## src/rtl/sobel_frame_ctrl_if.sv

```systemverilog
// Video stream bundle between the pixel source and sobel_frame_ctrl:
// raw dv/hs/vs in, aligned coordinates, strobes and geometry status out.
interface sobel_frame_ctrl_if #(
  parameter int MAX_W = 2048,
  parameter int MAX_H = 2048
);
  localparam int COL_W = $clog2(MAX_W);
  localparam int ROW_W = $clog2(MAX_H);

  // Handshake: no backpressure. dv_i qualifies the input pixel on every clock
  // edge it is high; dv_o qualifies col_o/row_o the same way one cycle later.
  logic             dv_i;
  logic             hs_i;
  logic             vs_i;
  logic             dv_o;
  logic [COL_W-1:0] col_o;
  logic [ROW_W-1:0] row_o;
  logic             win_valid_o;
  logic             line_end_o;
  logic             frame_start_o;
  logic             buf_clr_o;
  logic [COL_W:0]   line_width_o;
  logic             err_o;

  modport master (
    output dv_i, hs_i, vs_i,
    input  dv_o, col_o, row_o, win_valid_o, line_end_o, frame_start_o,
           buf_clr_o, line_width_o, err_o
  );

  modport slave (
    input  dv_i, hs_i, vs_i,
    output dv_o, col_o, row_o, win_valid_o, line_end_o, frame_start_o,
           buf_clr_o, line_width_o, err_o
  );
endinterface

```

## src/rtl/sobel_frame_ctrl.sv

```systemverilog
// Sequencing controller for the Sobel pipeline: pixel coordinates, line/frame
// strobes, 3x3 window qualifier and stream geometry checking.
module sobel_frame_ctrl #(
  parameter int MAX_W = 2048,
  parameter int MAX_H = 2048
) (
  input  logic                  clk,
  input  logic                  rst,
  sobel_frame_ctrl_if.slave     stream,
  output logic [2:0]            dbg_o
);
  localparam int COL_W = $clog2(MAX_W);
  localparam int ROW_W = $clog2(MAX_H);
  localparam logic [COL_W-1:0] COL_MAX = COL_W'(MAX_W - 1);
  localparam logic [ROW_W-1:0] ROW_MAX = ROW_W'(MAX_H - 1);

  typedef enum logic [1:0] {WAIT_VS, VBLANK, HBLANK, ACTIVE} state_t;

  state_t           state_q, state_d;
  logic             vs_q, hs_q;
  logic             dv_q, dv_d;
  logic [COL_W-1:0] col_q, col_d;
  logic [ROW_W-1:0] row_q, row_d;
  logic             win_q, win_d;
  logic             le_q, le_d;
  logic             fs_q, fs_d;
  logic [COL_W:0]   width_q, width_d;
  logic [COL_W:0]   ref_q, ref_d;
  logic             err_q, err_d;
  logic             vs_rise;
  logic [COL_W:0]   pix_cnt;

  assign vs_rise = stream.vs_i & ~vs_q;
  assign pix_cnt = {1'b0, col_q} + 1'b1;

  always_ff @(posedge clk or posedge rst) begin
    if (rst) state_q <= WAIT_VS;
    else     state_q <= state_d;
  end

  always_comb begin
    state_d = state_q;
    if (vs_rise) begin
      state_d = VBLANK;
    end else begin
      case (state_q)
        WAIT_VS: if (stream.vs_i)  state_d = VBLANK;
        VBLANK:  if (!stream.vs_i) state_d = HBLANK;
        HBLANK:  if (stream.dv_i)  state_d = ACTIVE;
        ACTIVE:  if (!stream.dv_i) state_d = HBLANK;
        default: state_d = WAIT_VS;
      endcase
    end
  end

  always_comb begin
    dv_d    = 1'b0;
    col_d   = col_q;
    row_d   = row_q;
    le_d    = 1'b0;
    fs_d    = 1'b0;
    width_d = width_q;
    ref_d   = ref_q;
    err_d   = err_q;
    if (vs_rise) begin
      // A line cut short by vsync is abandoned without a width check.
      fs_d  = 1'b1;
      err_d = 1'b0;
      col_d = '0;
      row_d = '0;
    end else begin
      case (state_q)
        VBLANK: if (!stream.vs_i) begin
          col_d = '0;
          row_d = '0;
          ref_d = '0;
          if (stream.dv_i) err_d = 1'b1;
        end
        HBLANK: if (stream.dv_i) begin
          dv_d  = 1'b1;
          col_d = '0;
        end
        ACTIVE: begin
          if (stream.dv_i) begin
            dv_d = 1'b1;
            if (col_q == COL_MAX) err_d = 1'b1;
            else                  col_d = col_q + 1'b1;
          end else begin
            le_d    = 1'b1;
            col_d   = '0;
            width_d = pix_cnt;
            // Reference width 0 means no line has completed yet this frame.
            if (ref_q == '0)           ref_d = pix_cnt;
            else if (pix_cnt != ref_q) err_d = 1'b1;
            if (row_q == ROW_MAX) err_d = 1'b1;
            else                  row_d = row_q + 1'b1;
          end
        end
        default: ;
      endcase
    end
    win_d = dv_d && (col_d > COL_W'(1)) && (row_d > ROW_W'(1));
  end

  always_ff @(posedge clk or posedge rst) begin
    if (rst) begin
      vs_q    <= 1'b0;
      hs_q    <= 1'b0;
      dv_q    <= 1'b0;
      col_q   <= '0;
      row_q   <= '0;
      win_q   <= 1'b0;
      le_q    <= 1'b0;
      fs_q    <= 1'b0;
      width_q <= '0;
      ref_q   <= '0;
      err_q   <= 1'b0;
    end else begin
      vs_q    <= stream.vs_i;
      hs_q    <= stream.hs_i;
      dv_q    <= dv_d;
      col_q   <= col_d;
      row_q   <= row_d;
      win_q   <= win_d;
      le_q    <= le_d;
      fs_q    <= fs_d;
      width_q <= width_d;
      ref_q   <= ref_d;
      err_q   <= err_d;
    end
  end

  assign stream.dv_o          = dv_q;
  assign stream.col_o         = col_q;
  assign stream.row_o         = row_q;
  assign stream.win_valid_o   = win_q;
  assign stream.line_end_o    = le_q;
  assign stream.frame_start_o = fs_q;
  assign stream.buf_clr_o     = fs_q;
  assign stream.line_width_o  = width_q;
  assign stream.err_o         = err_q;
  assign dbg_o                = {hs_q, state_q};
endmodule

```

## src/flat_wrapper.sv

```systemverilog
// flat-port wrapper written by rule: the top's interface ports become plain ports
module sobel_frame_ctrl_flat 
#(
  parameter int MAX_W = 2048,
  parameter int MAX_H = 2048
)
  (clk, rst, dbg_o, stream_dv_i, stream_hs_i, stream_vs_i, stream_dv_o, stream_col_o, stream_row_o, stream_win_valid_o, stream_line_end_o, stream_frame_start_o, stream_buf_clr_o, stream_line_width_o, stream_err_o);
  sobel_frame_ctrl_if #(.MAX_W(MAX_W), .MAX_H(MAX_H)) stream_i ();
  input  logic clk;
  input  logic rst;
  output logic [2:0] dbg_o;
  input wire logic [$bits(stream_i.dv_i)-1:0] stream_dv_i;
  input wire logic [$bits(stream_i.hs_i)-1:0] stream_hs_i;
  input wire logic [$bits(stream_i.vs_i)-1:0] stream_vs_i;
  output wire logic [$bits(stream_i.dv_o)-1:0] stream_dv_o;
  output wire logic [$bits(stream_i.col_o)-1:0] stream_col_o;
  output wire logic [$bits(stream_i.row_o)-1:0] stream_row_o;
  output wire logic [$bits(stream_i.win_valid_o)-1:0] stream_win_valid_o;
  output wire logic [$bits(stream_i.line_end_o)-1:0] stream_line_end_o;
  output wire logic [$bits(stream_i.frame_start_o)-1:0] stream_frame_start_o;
  output wire logic [$bits(stream_i.buf_clr_o)-1:0] stream_buf_clr_o;
  output wire logic [$bits(stream_i.line_width_o)-1:0] stream_line_width_o;
  output wire logic [$bits(stream_i.err_o)-1:0] stream_err_o;
  assign stream_i.dv_i = stream_dv_i;
  assign stream_i.hs_i = stream_hs_i;
  assign stream_i.vs_i = stream_vs_i;
  assign stream_dv_o = stream_i.dv_o;
  assign stream_col_o = stream_i.col_o;
  assign stream_row_o = stream_i.row_o;
  assign stream_win_valid_o = stream_i.win_valid_o;
  assign stream_line_end_o = stream_i.line_end_o;
  assign stream_frame_start_o = stream_i.frame_start_o;
  assign stream_buf_clr_o = stream_i.buf_clr_o;
  assign stream_line_width_o = stream_i.line_width_o;
  assign stream_err_o = stream_i.err_o;
  sobel_frame_ctrl #(.MAX_W(MAX_W), .MAX_H(MAX_H)) u_core (.clk(clk), .rst(rst), .stream(stream_i), .dbg_o(dbg_o));
endmodule
```

## config.mk

```make
export PLATFORM = sky130hd
export DESIGN_NAME = sobel_frame_ctrl_flat
export DESIGN_NICKNAME = d
export VERILOG_FILES = /design/src/rtl/sobel_frame_ctrl_if.sv /design/src/rtl/sobel_frame_ctrl.sv /design/src/flat_wrapper.sv
export SDC_FILE = /design/constraint.sdc
export NUM_CORES = 1
export LEC_CHECK = 0
export CORE_MARGIN = 5
export CORE_UTILIZATION = 40
export CTS_CLUSTER_DIAMETER = 30
export DETAILED_ROUTE_END_ITERATION = 10
export PLACE_DENSITY = 0.74
export SETUP_SLACK_MARGIN = 0.1
export SLEW_MARGIN = 20
export SYNTH_ARGS = -nofsm -noshare
export SYNTH_HDL_FRONTEND = slang
export SYNTH_SLANG_ARGS = --single-unit
export TNS_END_PERCENT = 20
```

## constraint.sdc

```tcl
create_clock -name clk -period 2.5 [get_ports clk]
set_input_delay 0.375 -clock clk [delete_from_list [all_inputs] [get_ports clk]]
set_output_delay 0.375 -clock clk [all_outputs]
set_load 0.02 [all_outputs]
```

==> impl_metrics.json, run 1 <==
{
  "cp_max_fo": 2,
  "p_clk_share_pct": 22.2,
  "end_kind": "flip-flop",
  "critPathMaxStageDelay_ns": 0.43,
  "vias": 2897,
  "pre_cts_slack_ns": 0.0276,
  "slowest_stage": "or4_1",
  "combPwrFrac_pct": 32.7,
  "p_seq_share_pct": 45.2,
  "switching_share_pct": 33.8,
  "synth_edf_count": 0,
  "drtAntennaViolNets": 0,
  "drv_cap": 0,
  "place_congestion": 0.930,
  "worstMarginPinSlew_ns": 0.552,
  "cts_hold_buffers": 0,
  "switching_power_w": 0.000797,
  "ys_ff_latch": 55,
  "final_cell_area_um2": 4080,
  "fp-row-count": 32,
  "avgRoutedWirePerCell_um": 16.7,
  "rr_startpoint": "u_core.stream.col_o[0]",
  "yosysSeqAreaShare_pct": 44.7,
  "status": "finished, final reports clean",
  "timing.final.ws_setup_ns": 0.222,
  "crit_chain": "ha_1, xnor2_1, nand2_1, a311oi_2, nand3_1, or4_1, nor4_2, o21ai_1",
  "syn_area_um2": 3080,
  "fin_crit_sh_pct": 91.1,
  "r2r_setup_slack_ns": 0.22,
  "power.internal_w": 0.00156,
  "drive_above_1_share_pct": 20.9,
  "cts_tree": "yes",
  "ir_drop_mv": 0.249,
  "cts_buffers": 5,
  "r2r-end": "u_core.stream.err_o",
  "synth-main-ff-cell": "dfrtp_1",
  "cp.arrival_ns": 2.48,
  "finClkSkew_ns": 0.00744,
  "holdWs_ns": 0.426,
  "io-pin-count": 48,
  "synth_area_leaders": "dfrtp_1 (45%), mux2_2 (4.4%), nor2_1 (4.3%)",
  "finalHoldViolations": 0,
  "grt_pass1_vias": 2711,
  "clock-sinks": 55,
  "routed_wl_mm": 8.59,
  "syn_avg_cell_area_um2": 9.38,
  "async_reset_ff_share_pct": 100,
  "path_clk_slew_ns": 0.11,
  "syn_inst": 328,
  "instances_no_fill": 513,
  "drc": 0,
  "setup_viol": 0,
  "synth_top_area_share_pct": 44.7,
  "worstRegToRegCells": 8,
  "cts_root_buffer": "clkbuf_8",
  "critPathKind": "reg2reg",
  "die-area_um2": 9550,
  "nets": 417,
  "initial_utilization_pct": 40.5,
  "place_inst": 505,
  "hpwl_mm": 6.32,
  "drt_pass1_iterations": 5,
  "layout_common_cells": "dfrtp_1 (54), clkdlybuf4s50_1 (47), buf_4 (47)",
  "worstSkewPairLatency_ns": 0.31,
  "netlist.top_cell.by_area": "dfrtp_1",
  "clockBufferDepth": 2,
  "placed_area_um2": 3940,
  "die_h_um": 97.7,
  "synth_nets": 335,
  "core_area_um2": 7610,
  "n_antenna_cell": 0,
  "avgViaCountPerCell": 5.65,
  "die_w_um": 97.7,
  "final_common_cell": "dfrtp_1",
  "drv_slew": 0,
  "grtUsageTotal_pct": 17.6,
  "port_buffers": 47,
  "htreeDepth": 2,
  "antenna_found_initial": 0,
  "overflow": 0,
  "p_leak_nw": 1.74,
  "max_freq_mhz": 439,
  "syn2layout_area_growth_pct": 32.6,
  "min_path_type": "in2async",
  "fin_tns_setup_ns": 0,
  "power_density_nw_per_um2": 578,
  "fin_crit_ns": 2.28,
  "slew_headroom_pct": 63.2,
  "synthDistinctLibCells": 57,
  "cp.required_ns": 2.70,
  "rsz0062_at_grt": "yes",
  "start_kind": "flip-flop",
  "drt_first_iter_violations": 157,
  "grt_first_pass_wirelength_mm": 14.0,
  "yosys_warnings": 0,
  "grt_max_degree": 56
}
[worst max-delay path, delay by kind of cell (launching register included)]
kind | cells | cell delay [ns]
AO/OA/AOI/OAI | 2 | 0.35
XOR/XNOR | 1 | 0.16
flip-flops | 1 | 0.41
adder cells (fa/ha/maj) | 1 | 0.34
AND/OR/NAND/NOR | 4 | 0.91
[cells by family after synthesis]
logic type / after synthesis / synth area share [%]
xor gates and xnor gates: 21 / 6.59
adders and majority gates: 2 / 0.813
and+or+nand+nor: 124 / 21.1
AOI/OAI and AO/OA: 81 / 16.6
DFF: 55 / 44.7
buffers and inverters: 30 / 4.84
muxes: 15 / 5.37
[through the flow]
step	utilization [%]	power, W
floorplan	-	0.00148
finish	53.7	0.00236
detailed placement	51.8	0.00184
CTS	53.1	0.00238
global placement	51.8	0.00182
global route	53.7	0.00249
[repair_timing]
action	CTS	global route
resized for setup	1	8
endpoints found under the setup margin	1	2
endpoints found under the hold margin	0	0
pin swaps	0	1
buffers inserted	0	0
[layer usage]
layer	wire length, um	vias up	track usage [%]
met5	0	-	0
met4	189	0	5.01
met3	501	24	2.80
met2	3900	138	27.0
met1	4010	1377	25.9
li1	-	1358	-
[state kept, by name, indices dropped and copies added, names as in the netlist, 2 cells and up]
name / flops
u_core.ref_q: 12
u_core.state_q: 2
u_core.stream.col_o: 11
u_core.stream.line_width_o: 12
u_core.stream.row_o: 11
[worst max-delay path by stage]
stage / from / endpoint / slack, ns / depth (start not counted)
6_report: u_core.stream.col_o[0] / u_core.stream.err_o / 0.22 / 8
2_1_floorplan: u_core.stream.col_o[1] / u_core.stream.err_o / 0.20 / 9
5_1_grt: u_core.stream.col_o[1] / u_core.stream.win_valid_o / 0.05 / 10
3_5_place_dp: stream_dv_i / u_core.stream.win_valid_o / 0.03 / 10
3_3_place_gp: stream_dv_i / u_core.stream.win_valid_o / -0.01 / 10
4_1_cts: u_core.stream.row_o[0] / u_core.stream.win_valid_o / 0.17 / 9
[Yosys cell counts, drive strengths merged, types with 2 or more instances]
cell    count
nand3      15
xnor2      14
nand4       8
a22oi       2
xor2        7
mux2       12
nand2b      6
clkbuf     11
a21boi      2
mux2i       3
inv        10
a22o        2
a21oi      25
a31oi       4
nor2       35
a41oi       2
buf         9
nor3        6
and2        3
dfrtp      55
nor4        9
and3        4
a311oi      2
o21bai      3
and4        6
nand3b      2
o22ai       2
o211ai      4
ha          2
nand2      22
or3         4
o21ai      19
o31ai       4
[power groups by stage]
| stage | Sequential (W) | Clock (W) | Combinational [W] |
|---|---|---|---|
| floorplan | 0.00118 | 0 | 0.000303 |
| global placement | 0.00108 | 0 | 0.000743 |
| detailed placement | 0.00108 | 0 | 0.000755 |
| CTS | 0.00107 | 0.000552 | 0.000759 |
| global route | 0.00108 | 0.000582 | 0.000830 |
| finish | 0.00107 | 0.000523 | 0.000770 |
[final cells by class]
class                   count  area, um^2
clock buffers               5        68.8
clock inverters             3        27.5
fillers                   690        3520
inverters                  10        37.5
multi-input cells         243        1600
flip-flops and latches     55        1380
well taps                 102         128
repair buffers             95         843
Power figures use the tool's default switching activity.
==> run 2, diff against run 1 <==
==> constraint.sdc (replaced) <==
create_clock -name clk -period 2.65 [get_ports clk]
set_input_delay 0.3975 -clock clk [delete_from_list [all_inputs] [get_ports clk]]
set_output_delay 0.3975 -clock clk [all_outputs]
set_load 0.02 [all_outputs]
==> run 2 against run 1 <==
- core utilization down 2.3 points
- non-clock buffer count down 19
- sequential share of layout area up 1.5 points
- combinational power down 11%
- routed wire length down 4.1%
- clock power down 6.1%
- clock skew up 0.0034 ns
==> impl_metrics.json, run 2 (synthesized netlist as in run 1, its figures left out) <==
{
  "status": "finished, final reports clean",
  "cts_tree": "yes",
  "port_buffers": 47,
  "slew_headroom_pct": 53.6,
  "die_h_um": 97.7,
  "drv_cap": 0,
  "syn2layout_area_growth_pct": 26.9,
  "p_leak_nw": 1.64,
  "worstSkewPairLatency_ns": 0.31,
  "cp.arrival_ns": 2.65,
  "die_w_um": 97.7,
  "io-pin-count": 48,
  "die-area_um2": 9550,
  "setup_viol": 0,
  "placed_area_um2": 3790,
  "start_kind": "flip-flop",
  "cp_max_fo": 9,
  "min_path_type": "in2async",
  "clockBufferDepth": 2,
  "combPwrFrac_pct": 31.4,
  "fin_crit_ns": 2.45,
  "htreeDepth": 2,
  "vias": 2724,
  "grt_first_pass_wirelength_mm": 13.8,
  "switching_share_pct": 33.8,
  "fp-row-count": 32,
  "final_cell_area_um2": 3910,
  "p_clk_share_pct": 22.5,
  "finalHoldViolations": 0,
  "path_clk_slew_ns": 0.10,
  "end_kind": "flip-flop",
  "cp.required_ns": 2.85,
  "drt_pass1_iterations": 4,
  "initial_utilization_pct": 40.5,
  "critPathKind": "reg2reg",
  "finClkSkew_ns": 0.0109,
  "cts_root_buffer": "clkbuf_8",
  "grt_max_degree": 31,
  "drt_first_iter_violations": 142,
  "clock-sinks": 55,
  "worstMarginPinSlew_ns": 0.691,
  "layout_common_cells": "dfrtp_1 (55), clkdlybuf4s50_1 (47), nor2_1 (35)",
  "fin_crit_sh_pct": 92.4,
  "core_area_um2": 7610,
  "p_seq_share_pct": 46.1,
  "grtUsageTotal_pct": 17.5,
  "drv_slew": 0,
  "ir_drop_mv": 0.218,
  "hpwl_mm": 6.45,
  "timing.final.ws_setup_ns": 0.201,
  "n_antenna_cell": 0,
  "fillCellCount": 724,
  "overflow": 0,
  "final_common_cell": "dfrtp_1",
  "antenna_found_initial": 0,
  "nets": 398,
  "drive_above_1_share_pct": 15.3,
  "switching_power_w": 0.000738,
  "avgRoutedWirePerCell_um": 16.7,
  "routed_wl_mm": 8.24,
  "avgViaCountPerCell": 5.51,
  "cts_buffers": 5,
  "power_density_nw_per_um2": 559,
  "drtAntennaViolNets": 0,
  "pre_cts_slack_ns": -0.0932,
  "drc": 0,
  "place_congestion": 0.941,
  "rsz0062_at_grt": "yes",
  "power.internal_w": 0.00144,
  "max_freq_mhz": 408,
  "grt_pass1_vias": 2684
}
run 2: changes by cell type in the layout (fill, tap and decap cells not counted), moves of 2 or more:
cell      delta
nor4_2       -2
nor4_1       +2
buf_4       -19
clkinv_4     +2
run 2: worst paths after layout:
kind / startpoint / to / slack, ns / depth (start not counted)
max: u_core.stream.col_o[2] / u_core.stream.err_o / 0.20 / 7
min: rst / u_core.hs_q / 0.46 / 2
max reg2reg: u_core.stream.col_o[2] / u_core.stream.err_o / 0.20 / 7
min reg2reg: u_core.stream.line_width_o[11] / u_core.stream.line_width_o[11] / 0.53 / 2
max in group asynchronous: rst / u_core.stream.line_width_o[4] / 1.63 / 3
min in group clk: stream_hs_i / u_core.hs_q / 0.52 / 1
run 2: stage by stage:
step | setup TNS (ns) | hold WS [ns] | power (W) | util, % | cells
final | 0 | 0.462 | 0.00218 | 51.3 | 494
after global routing | 0 | 0.511 | 0.00232 | 51.3 | 494
after CTS | 0 | 0.478 | 0.00221 | 51.2 | 494
after detailed placement | -0.0932 | 0.516 | 0.00171 | 49.9 | 486
after global placement | 0 | 0.505 | 0.00170 | 49.9 | 486
after floorplan | 0 | 0.429 | 0.00140 | - | 328
run 2: final cells by class:
| cell class | count | area [um^2] | share of cell area, % |
|---|---|---|---|
| timing repair buffer | 76 | 701 | 17.9 |
| clock buffer | 5 | 68.8 | 1.76 |
| clock inverter | 3 | 28.8 | 0.737 |
| sequential | 55 | 1380 | 35.2 |
| tap | 102 | 128 | 3.27 |
| multi-input combinational | 243 | 1570 | 40.1 |
| inverter | 10 | 37.5 | 0.961 |
run 2: per-layer routing:
metal  GRT usage [%]  vias to the layer above  share of wire, %
met5               0                        -                 0
met4            3.94                        0               1.0
met3            2.15                       10               3.7
met2            29.0                       64                48
met1            24.7                     1332                47
li1                -                     1318                 -
run 2: repair_timing:
action | CTS | global route
setup endpoints to repair | 0 | 2
buffers inserted | 0 | 0
gates resized for setup | 0 | 2
endpoints found under the hold margin | 0 | 0
hold buffers | 0 | 0
run 2: power by group through the flow:
stage               combinational, W  clock (W)  sequential [W]
global placement            0.000679          0         0.00102
floorplan                   0.000286          0         0.00111
CTS                         0.000692   0.000514         0.00101
finish                      0.000685   0.000491         0.00101
global route                0.000743   0.000555         0.00102
detailed placement          0.000690          0         0.00102
run 2: worst max-delay path, stage by stage, from the launching register on:
cell	delay, ns
dfrtp_1	0.57
nand3_1	0.15
nor2_1	0.22
xnor2_1	0.27
xnor2_1	0.10
or4_1	0.53
nor4_1	0.37
o21ai_1	0.12
==> run 3, diff against run 2 <==
--- a/config.mk
+++ b/config.mk
@@ -10,6 +10,7 @@
 export CTS_CLUSTER_DIAMETER = 30
 export DETAILED_ROUTE_END_ITERATION = 10
 export PLACE_DENSITY = 0.74
+export REMOVE_ABC_BUFFERS = 1
 export SETUP_SLACK_MARGIN = 0.1
 export SLEW_MARGIN = 20
 export SYNTH_ARGS = -nofsm -noshare
==> run 3 against run 2 <==
- worst setup slack improved by 0.0077 ns
- hold slack got worse by 0.018 ns
- critical path type unchanged
- first-iteration DRC count rose by 120%
- non-clock buffer count fell by 2
- fmax rose by 0.32%
- count of clock-buffer cells in the layout did not move
- critical endpoint unchanged
- critical path depth rose by 1
- sequential share of layout area rose by 0.11 points
- combinational power rose by 1%
==> impl_metrics.json, run 3 (synthesized netlist as in run 1, its figures left out) <==
{
  "status": "finished, final reports clean",
  "hpwl_mm": 6.10,
  "layout_common_cells": "dfrtp_1 (55), clkdlybuf4s50_1 (47), nor2_1 (35)",
  "finClkSkew_ns": 0.0196,
  "min_path_type": "in2async",
  "initial_utilization_pct": 40.5,
  "crit_chain": "ha_1, xnor2_1, xnor2_1, a311oi_1, nand3_1, or4_1, nor4_1, o21ai_1",
  "vias": 2833,
  "ir_drop_mv": 0.249,
  "grt_pass1_vias": 2649,
  "worstMarginPinSlew_ns": 0.783,
  "io-pin-count": 48,
  "port_buffers": 47,
  "syn2layout_area_growth_pct": 26.5,
  "routed_wl_mm": 8.05,
  "drv_slew": 0,
  "timing.final.ws_setup_ns": 0.209,
  "avgViaCountPerCell": 5.76,
  "cp.arrival_ns": 2.63,
  "slowest_stage": "or4_1",
  "die_w_um": 97.7,
  "drt_pass1_iterations": 5,
  "cp_top_family": "simple AND/OR/NAND/NOR gates",
  "cts_tree": "yes",
  "avgRoutedWirePerCell_um": 16.4,
  "place_inst": 484,
  "multi_input_area_um2": 1560,
  "drc": 0,
  "path_clk_slew_ns": 0.12,
  "critPathMaxStageDelay_ns": 0.43,
  "overflow": 0,
  "cp_common_cell": "xnor2_1",
  "die-area_um2": 9550,
  "fin_tns_setup_ns": 0,
  "path_buf_inv": 0,
  "fin_crit_ns": 2.44,
  "slew_headroom_pct": 47.4,
  "fillCellCount": 730,
  "fp-row-count": 32,
  "drtAntennaViolNets": 0,
  "cp_max_fo": 6,
  "critPathKind": "reg2reg",
  "power.total_w": 0.00220,
  "cts_buffers": 5,
  "fin_crit_sh_pct": 92.1,
  "finalHoldViolations": 0,
  "n_antenna_cell": 0,
  "p_leak_nw": 1.63,
  "cts_setup_buffers": 0,
  "ff_latch_area_um2": 1380,
  "htreeDepth": 2,
  "place_congestion": 0.943,
  "clockBufferDepth": 2,
  "final_common_cell": "dfrtp_1",
  "antenna_found_initial": 0,
  "clock-sinks": 55,
  "power_density_nw_per_um2": 565,
  "pre_cts_slack_ns": 0.149,
  "drt_first_iter_violations": 307,
  "grtUsageTotal_pct": 16.9,
  "worstSkewPairLatency_ns": 0.32,
  "max_freq_mhz": 410,
  "instances_no_fill": 492,
  "end_kind": "flip-flop",
  "grt_first_pass_wirelength_mm": 13.5,
  "setup_viol": 0,
  "nets": 396,
  "rsz0062_at_grt": "yes",
  "cp.required_ns": 2.84,
  "die_h_um": 97.7,
  "start_kind": "flip-flop",
  "drive_above_1_share_pct": 14.6,
  "core_area_um2": 7610,
  "drv_cap": 0,
  "grt_max_degree": 30,
  "cts_root_buffer": "clkbuf_8",
  "holdWs_ns": 0.444
}
## run 3: through the flow
step	util [%]	cell area, um^2
floorplan	-	2970
global placement	49.9	3790
detailed placement	49.9	3790
CTS	51.1	3890
global route	51.2	3890
finish	51.2	3890
## run 3: repair_timing
item,4_1_cts,5_1_grt
hold endpoints to repair,0,0
hold buffers,0,0
setup endpoints to repair,0,2
resized for setup,0,1
## run 3: worst paths after layout
check,startpoint,endpoint,slack [ns],depth (start not counted)
hold / removal,rst,u_core.stream.line_width_o[6],0.44,2
min in group clk,u_core.stream.line_width_o[1],u_core.stream.line_width_o[1],0.52,1
setup reg to reg,u_core.stream.col_o[0],u_core.stream.err_o,0.21,8
hold reg to reg,u_core.stream.line_width_o[1],u_core.stream.line_width_o[1],0.52,1
setup / recovery,u_core.stream.col_o[0],u_core.stream.err_o,0.21,8
max in group asynchronous,rst,u_core.stream.dv_o,1.64,3
## run 3: layout make-up
type	instances	area share, %
well taps	102	3.28
clock inverters	3	0.707
clock buffers	5	1.77
inverters	10	0.964
multi-input cells	243	40.0
flip-flops and latches	55	35.3
repair buffers	74	17.9
## run 3: report_power, final
group / switching, W / internal [W] / leakage (nW) / total (W)
registers: 0.0000699 / 0.000933 / 0.727 / 0.00100
logic: 0.000373 / 0.000319 / 0.859 / 0.000692
clock network: 0.000306 / 0.000197 / 0.0467 / 0.000503
total: 0.000749 / 0.00145 / 1.63 / 0.00220
## run 3: per-layer routing
metal  global-route usage [%]  share of wire [%]
met1                     24.2                 45
met2                     27.1                 48
met3                     2.15                5.7
met4                     4.05                1.2
met5                        0                  0
## run 3: worst register-to-register path, stage by stage, from the launching register on
cell and delay (ns):
dfrtp_1 0.40, ha_1 0.31, xnor2_1 0.30, xnor2_1 0.10, a311oi_1 0.22, nand3_1 0.11, or4_1 0.43, nor4_1 0.33
o21ai_1 0.11
